`src/rtl/decoder_seq.sv`:
```
// Registered one-hot decoder with a valid/ready command port, range checking
// and a scan mode that walks the one-hot across the outputs with a dwell time.
module decoder_seq #(
    parameter int N_SEL      = 3,
    parameter int N_OUT      = 8,
    parameter int SCAN_DWELL = 1
) (
    input  logic             clk,
    input  logic             rst_n,
    input  logic             in_valid,
    output logic             in_ready,
    input  logic [N_SEL-1:0] in_sel,
    input  logic [1:0]       in_mode,
    input  logic             stop,
    input  logic             out_en,
    output logic [N_OUT-1:0] z,
    output logic             z_valid,
    output logic             busy,
    output logic             err_range,
    output logic             done
);

    localparam int              CW      = (SCAN_DWELL > 1) ? $clog2(SCAN_DWELL) : 1;
    localparam logic [N_SEL:0]   OUT_LIM = (N_SEL+1)'(N_OUT);
    localparam logic [N_SEL-1:0] LAST    = N_SEL'(N_OUT - 1);
    localparam logic [CW-1:0]    DW_LOAD = CW'(SCAN_DWELL - 1);

    typedef enum logic [1:0] {IDLE, HOLD, SCAN} state_t;
    typedef enum logic [1:0] {M_DECODE, M_SCAN_ONCE, M_SCAN_LOOP, M_CLEAR} mode_t;

    state_t             state, state_n;
    logic [N_OUT-1:0]   z_reg, z_n;
    logic [CW-1:0]      cnt, cnt_n;
    logic [N_SEL-1:0]   idx, idx_n;
    logic               loop, loop_n;
    logic               err_n, done_n;
    logic               accept;
    mode_t              mode;

    function automatic logic [N_OUT-1:0] onehot(input logic [N_SEL-1:0] s);
        return N_OUT'(1) << s;
    endfunction

    assign mode     = mode_t'(in_mode);
    assign in_ready = rst_n && (state != SCAN);
    assign accept   = in_valid && in_ready;
    assign busy     = (state == SCAN);
    assign z_valid  = |z_reg;
    assign z        = z_reg & {N_OUT{out_en}};

    always_ff @(posedge clk or negedge rst_n) begin
        if (!rst_n) begin
            state     <= IDLE;
            z_reg     <= '0;
            cnt       <= '0;
            idx       <= '0;
            loop      <= 1'b0;
            err_range <= 1'b0;
            done      <= 1'b0;
        end else begin
            state     <= state_n;
            z_reg     <= z_n;
            cnt       <= cnt_n;
            idx       <= idx_n;
            loop      <= loop_n;
            err_range <= err_n;
            done      <= done_n;
        end
    end

    always_comb begin
        state_n = state;
        z_n     = z_reg;
        cnt_n   = cnt;
        idx_n   = idx;
        loop_n  = loop;
        err_n   = 1'b0;
        done_n  = 1'b0;
        case (state)
            IDLE, HOLD: begin
                if (accept) begin
                    if (mode == M_CLEAR) begin
                        z_n     = '0;
                        state_n = IDLE;
                    end else if ({1'b0, in_sel} >= OUT_LIM) begin
                        err_n   = 1'b1;
                        z_n     = '0;
                        state_n = IDLE;
                    end else begin
                        z_n   = onehot(in_sel);
                        idx_n = in_sel;
                        if (mode == M_DECODE) begin
                            state_n = HOLD;
                        end else begin
                            state_n = SCAN;
                            cnt_n   = DW_LOAD;
                            loop_n  = (mode == M_SCAN_LOOP);
                        end
                    end
                end
            end
            SCAN: begin
                if (stop) begin
                    z_n     = '0;
                    state_n = IDLE;
                end else if (cnt != '0) begin
                    cnt_n = cnt - CW'(1);
                end else if (idx == LAST) begin
                    // Wrap by explicit compare so non-power-of-two N_OUT never visits unused indices
                    if (loop) begin
                        idx_n = '0;
                        z_n   = onehot('0);
                        cnt_n = DW_LOAD;
                    end else begin
                        z_n     = '0;
                        done_n  = 1'b1;
                        state_n = IDLE;
                    end
                end else begin
                    idx_n = idx + N_SEL'(1);
                    z_n   = onehot(idx + N_SEL'(1));
                    cnt_n = DW_LOAD;
                end
            end
            default: begin
                z_n     = '0;
                state_n = IDLE;
            end
        endcase
    end

endmodule

```
`config.mk`:
```
export PLATFORM = sky130hd
export DESIGN_NAME = decoder_seq
export DESIGN_NICKNAME = d
export VERILOG_FILES = /design/src/rtl/decoder_seq.sv
export SDC_FILE = /design/constraint.sdc
export NUM_CORES = 1
export LEC_CHECK = 0
export CORE_AREA = 5 5 60 46
export CTS_BUF_LIST = sky130_fd_sc_hd__clkbuf_8 sky130_fd_sc_hd__clkbuf_16
export DETAILED_ROUTE_END_ITERATION = 6
export DIE_AREA = 0 0 65 51
export GPL_ROUTABILITY_DRIVEN = 0
export GPL_TIMING_DRIVEN = 1
export PLACE_DENSITY = 0.81
export SLEW_MARGIN = 15
export SYNTH_ARGS = -nofsm -noshare
export SYNTH_HDL_FRONTEND = slang
export SYNTH_SLANG_ARGS = --single-unit
```
`constraint.sdc`:
```
create_clock -name clk -period 4.4 [get_ports clk]
set_input_delay 1.32 -clock clk [delete_from_list [all_inputs] [get_ports clk]]
set_output_delay 1.32 -clock clk [all_outputs]
set_load 0.01 [all_outputs]
```
After elaboration in Yosys (flattened, before gate mapping)
Index checks and enable logic that the tools add are counted.

Add/sub/neg operators: 2. Multipliers: 0. Divide/modulo/power cells: 0. Magnitude comparators: 0. Eq/ne operators: 15. Shift-type cells: 2. Muxes and demuxes: 33. Bitwise logic cells: 3. Reductions and logical operators: 12.

Operators with widths (number): $mux W8 (5); $mux W3 (6); $pmux W8 S2 (1); $shl A1 B3 Y8 const A (2); $mux W2 (7); $ne A2 B2 Y1 const B (6); $mux W1 (11); $ne A3 B3 Y1 const B (3); $and A8 B8 Y8 (1); $reduce_and A4 Y1 (2); $reduce_or A8 Y1 (1); $eq A2 B2 Y1 const B (3); $pmux W3 S2 (1); $reduce_and A6 Y1 (1); $reduce_and A5 Y1 (1); $logic_not A2 Y1 (2); $pmux W2 S2 (1); $add A3 B1 Y3 const B (1); $eq A3 B3 Y1 const B (1); $ne A3 B2 Y1 const B (1); $eq A2 B1 Y1 const B (1); $logic_and A1 B1 Y1 (2); $not A1 Y1 (2); $pmux W1 S2 (1); other kinds (4) (4).

Register bits after elaboration: 16. Bits in latches: 0. RAM bits: 0. Bits in read-only memories: 0. Output and inout bits: 13. Logic and storage cells: 73. Memories: 0.

Longest topological paths before layout
Depth in word-level cells: 6. Mapped depth: 5. Mapped depth without buffers: 5.

Worst setup path after synthesis
Ideal clock, no wire load.

Path kind: input to output. Start: in rst_n. End: out in_ready. Data arrival time: 1466 ps. Data required time: 3080 ps. Slack: 1614 ps. Stages: 1. Path buffers: 0. Cells stage by stage: and2_1.

Longest elaborated chain between the ends: 1.

RTL lines: start: declaration (RTL line 9) `input logic rst_n,`; $logic_and A1 B1 Y1 (RTL line 45) `assign in_ready = rst_n && (state != SCAN);`; end: declaration (RTL line 11) `output logic in_ready,`.

No other way between the ends.

Final worst setup path
Start: in out_en. End: out z[1].

Longest elaborated chain between the ends: 1.

RTL lines: start: declaration (RTL line 15) `input logic out_en,`; $and A8 B8 Y8 (RTL line 49) `assign z = z_reg & {N_OUT{out_en}};`; end: declaration (RTL line 16) `output logic [N_OUT-1:0] z,`.

No other way between the ends.

==> summary.txt <==
Clock network
  • H-tree levels: 1
  • Sink Count: 15
  • Hold_buf cts: 0
  • Post-cts repair resize count: 0
  • CTS Buffer Depth: 2
  • Reg clk slew, reported paths: 60 ps
  • CTS buffer count: 3
  • CTS tree: yes
  • Setup bufs post-CTS: 0
  • Clock latency on the worst-skew pair: 250 ps
  • CTS Root Cell: clkbuf_8

STA
  • Slew Viols, Final: 0
  • RSZ-0062 raised after global routing: no
  • Sum Neg Setup Slack: 0 ps
  • Final Setup Violations: 0
  • Final cycle utilization of the critical path: 0.877
  • Max Clock Skew: 0.382 ps
  • Crit path time final: 3860 ps
  • Hold WS: 510 ps
  • Max Clk Rate: 259 MHz
  • Hold Fails Final Rpt: 0

Drt
  • Routed wire per std cell: 15.1 µm
  • Vias: 859
  • DR DRC count: 0
  • Avg Vias per Cell: 5.51
  • Drt first pass iters: 4
  • Final ANT Viol Nets: 0
  • Detailed Route WL: 2360 µm
  • Drt first-iter violations: 34

Synth
  • Synth Area in Adders: 0.116
  • Syn Area/Cell: 9.84 µm²
  • Simple-Gate Fraction of Synth Area: 0.266
  • Most common flop cell mapped by yosys: dfrtp_1
  • Multiplexer area fraction after synthesis: 0.0613
  • Synthesis-stage register bit count: 15
  • Cells after Synth: 110
  • Post-synth EDFFs: 0
  • Post-synth ARST share: 1.00
  • Synth top area share: 0.347
  • Post-Syn Area: 1080 µm²
  • Main combinational cell family by area after synthesis: simple AND/OR/NAND/NOR gates
  • Main area contributors after synthesis: dfrtp_1 35%, ha_1 12%, and2_1 5.2%
  • Yosys warns: 0
  • Synth Area in XOR/XNOR: 0.00809
  • Sequential fraction of the synthesis area: 0.347
  • Syn nets: 130
  • Complex-gate fraction of the synthesized area: 0.133
  • Area leader, netlist: dfrtp_1
  • Netlist cell types: 35

Global routing
  • Largest net degree at the start of global routing: 18
  • Initial antenna violation count: 0
  • Overall global routing resource usage: 0.160
  • Vias in the first global route: 846
  • Grt ovf: 0
  • Global-route wire length before repair: 4040 µm

Worst hold path
  • Worst Hold End: z_reg[0]
  • HP Start: z_reg[0]
  • HP Class: register to register
  • WHS Path Cells: 2

Final layout
  • Share of layout cells above drive strength 1: 0.114
  • P&R area growth vs syn: 24.4%
  • # diodes: 0
  • Largest register FFs: 8
  • Nets: 153
  • Final core occ: 0.646

Setup path
  • Flop2flop setup slack: 2570 ps
  • FF-to-FF Start: idx[0]
  • FF-to-FF End: idx[2]
  • R2R depth: 5
  • Critical path type: input port to output port
  • CP required: 3080 ps
  • Arrival time at the worst endpoint: 2540 ps
  • Maximum fanout along the worst path: 8
  • CP Launch Type: input port
  • Crit end category: output port

Floorplanning
  • # rows: 14
  • DIE AREA: 3320 µm²
  • Core Region: 2080 µm²
  • Die height: 51 µm
  • I/O Pins: 23
  • Chip Width: 65 µm
  • Starting Density: 0.519

Placement
  • Dpl hpwl: 1890 µm
  • IO Port Bufs: 21

Status
  • Status: finished clean

Power and ir drop
  • Leakage: 0.606 nW
  • Design Power: 0.000539 W
  • Max rail drop VDD: 0.000213 V
  • PwrDens: 400 nW/µm²

Run
  • Max_cap viols: 0
-- cells by family (layout without fill, tap and decap cells) --
kind of cell,after synthesis,after routing
AND/OR/NAND/NOR,45,45
AO/OA/AOI/OAI,17,17
flip-flops,15,15
buffers and inverters,15,37
adder cells (fa/ha/maj),10,10
multiplexers,6,6
other,1,1
XOR/XNOR,1,1
-- worst max-delay path, cell delays in order --
cell             delay [ps]
clkdlybuf4s50_1         540
and2_1                  140
clkdlybuf4s50_1         530
-- final cells by class --
class	count	area [µm²]
multi-input combinational	80	636
timing repair buffer	22	218
inverter	11	41.3
fill	199	738
clock inverter	1	5.00
clock buffer	3	41.3
sequential	15	375
tap	24	30.0
-- power by group --
group	internal (W)	switching (W)	leakage [nW]
registers	0.000166	0.0000349	0.198
clock network	0.0000628	0.0000523	0.0255
logic	0.000104	0.000119	0.383
total	0.000333	0.000206	0.606
-- stage by stage --
stage / instances / worst slack, ps / area [µm²]
floorplan: 110 / 1610 / 1080
global placement: 152 / 549 / 1300
detailed placement: 152 / 529 / 1300
CTS: 156 / 524 / 1350
global route: 156 / 464 / 1350
finish: 156 / 540 / 1350
-- metal layers --
layer / track usage / part of all wire / wire length (µm) / vias to the layer above
met5: 0 / 0 / 0 / -
met4: 0.0316 / 0.0034 / 8 / 0
met3: 0.0482 / 0.058 / 136 / 2
met2: 0.280 / 0.48 / 1130 / 27
met1: 0.198 / 0.46 / 1080 / 399
li1: - / - / - / 431
-- how the worst max path moves through the flow --
| stage | cells past startpoint | from | to | slack, ps |
|---|---|---|---|---|
| after floorplan | 1 | rst_n | in_ready | 1610 |
| after global placement | 3 | out_en | z[6] | 550 |
| after detailed placement | 3 | out_en | z[1] | 530 |
| after CTS | 3 | out_en | z[1] | 520 |
| after global routing | 3 | out_en | z[5] | 460 |
| final | 3 | out_en | z[1] | 540 |
-- cell usage in the layout (no fill, tap or decap), drive strengths merged, types with 3 or more instances in the layout --
cell type	n
and2	10
ha	10
mux2i	4
nor2	3
nand3	6
dfrtp	15
clkdlybuf4s50	21
a32oi	6
inv	11
nand2	13
o21ai	6
clkbuf	3
-- Yosys cell counts, types with 2 or more instances --
| library cell | count |
|---|---|
| o21ai_1 | 3 |
| and2_1 | 9 |
| o21ai_0 | 3 |
| mux2i_1 | 4 |
| dfrtp_1 | 15 |
| a32oi_1 | 5 |
| buf_4 | 2 |
| nor2_1 | 3 |
| nand2_1 | 13 |
| nor3_1 | 2 |
| inv_1 | 11 |
| ha_1 | 10 |
| a21oi_2 | 2 |
| nand3_1 | 6 |
| nor4_1 | 2 |
(Power assumes the default switching activity.)
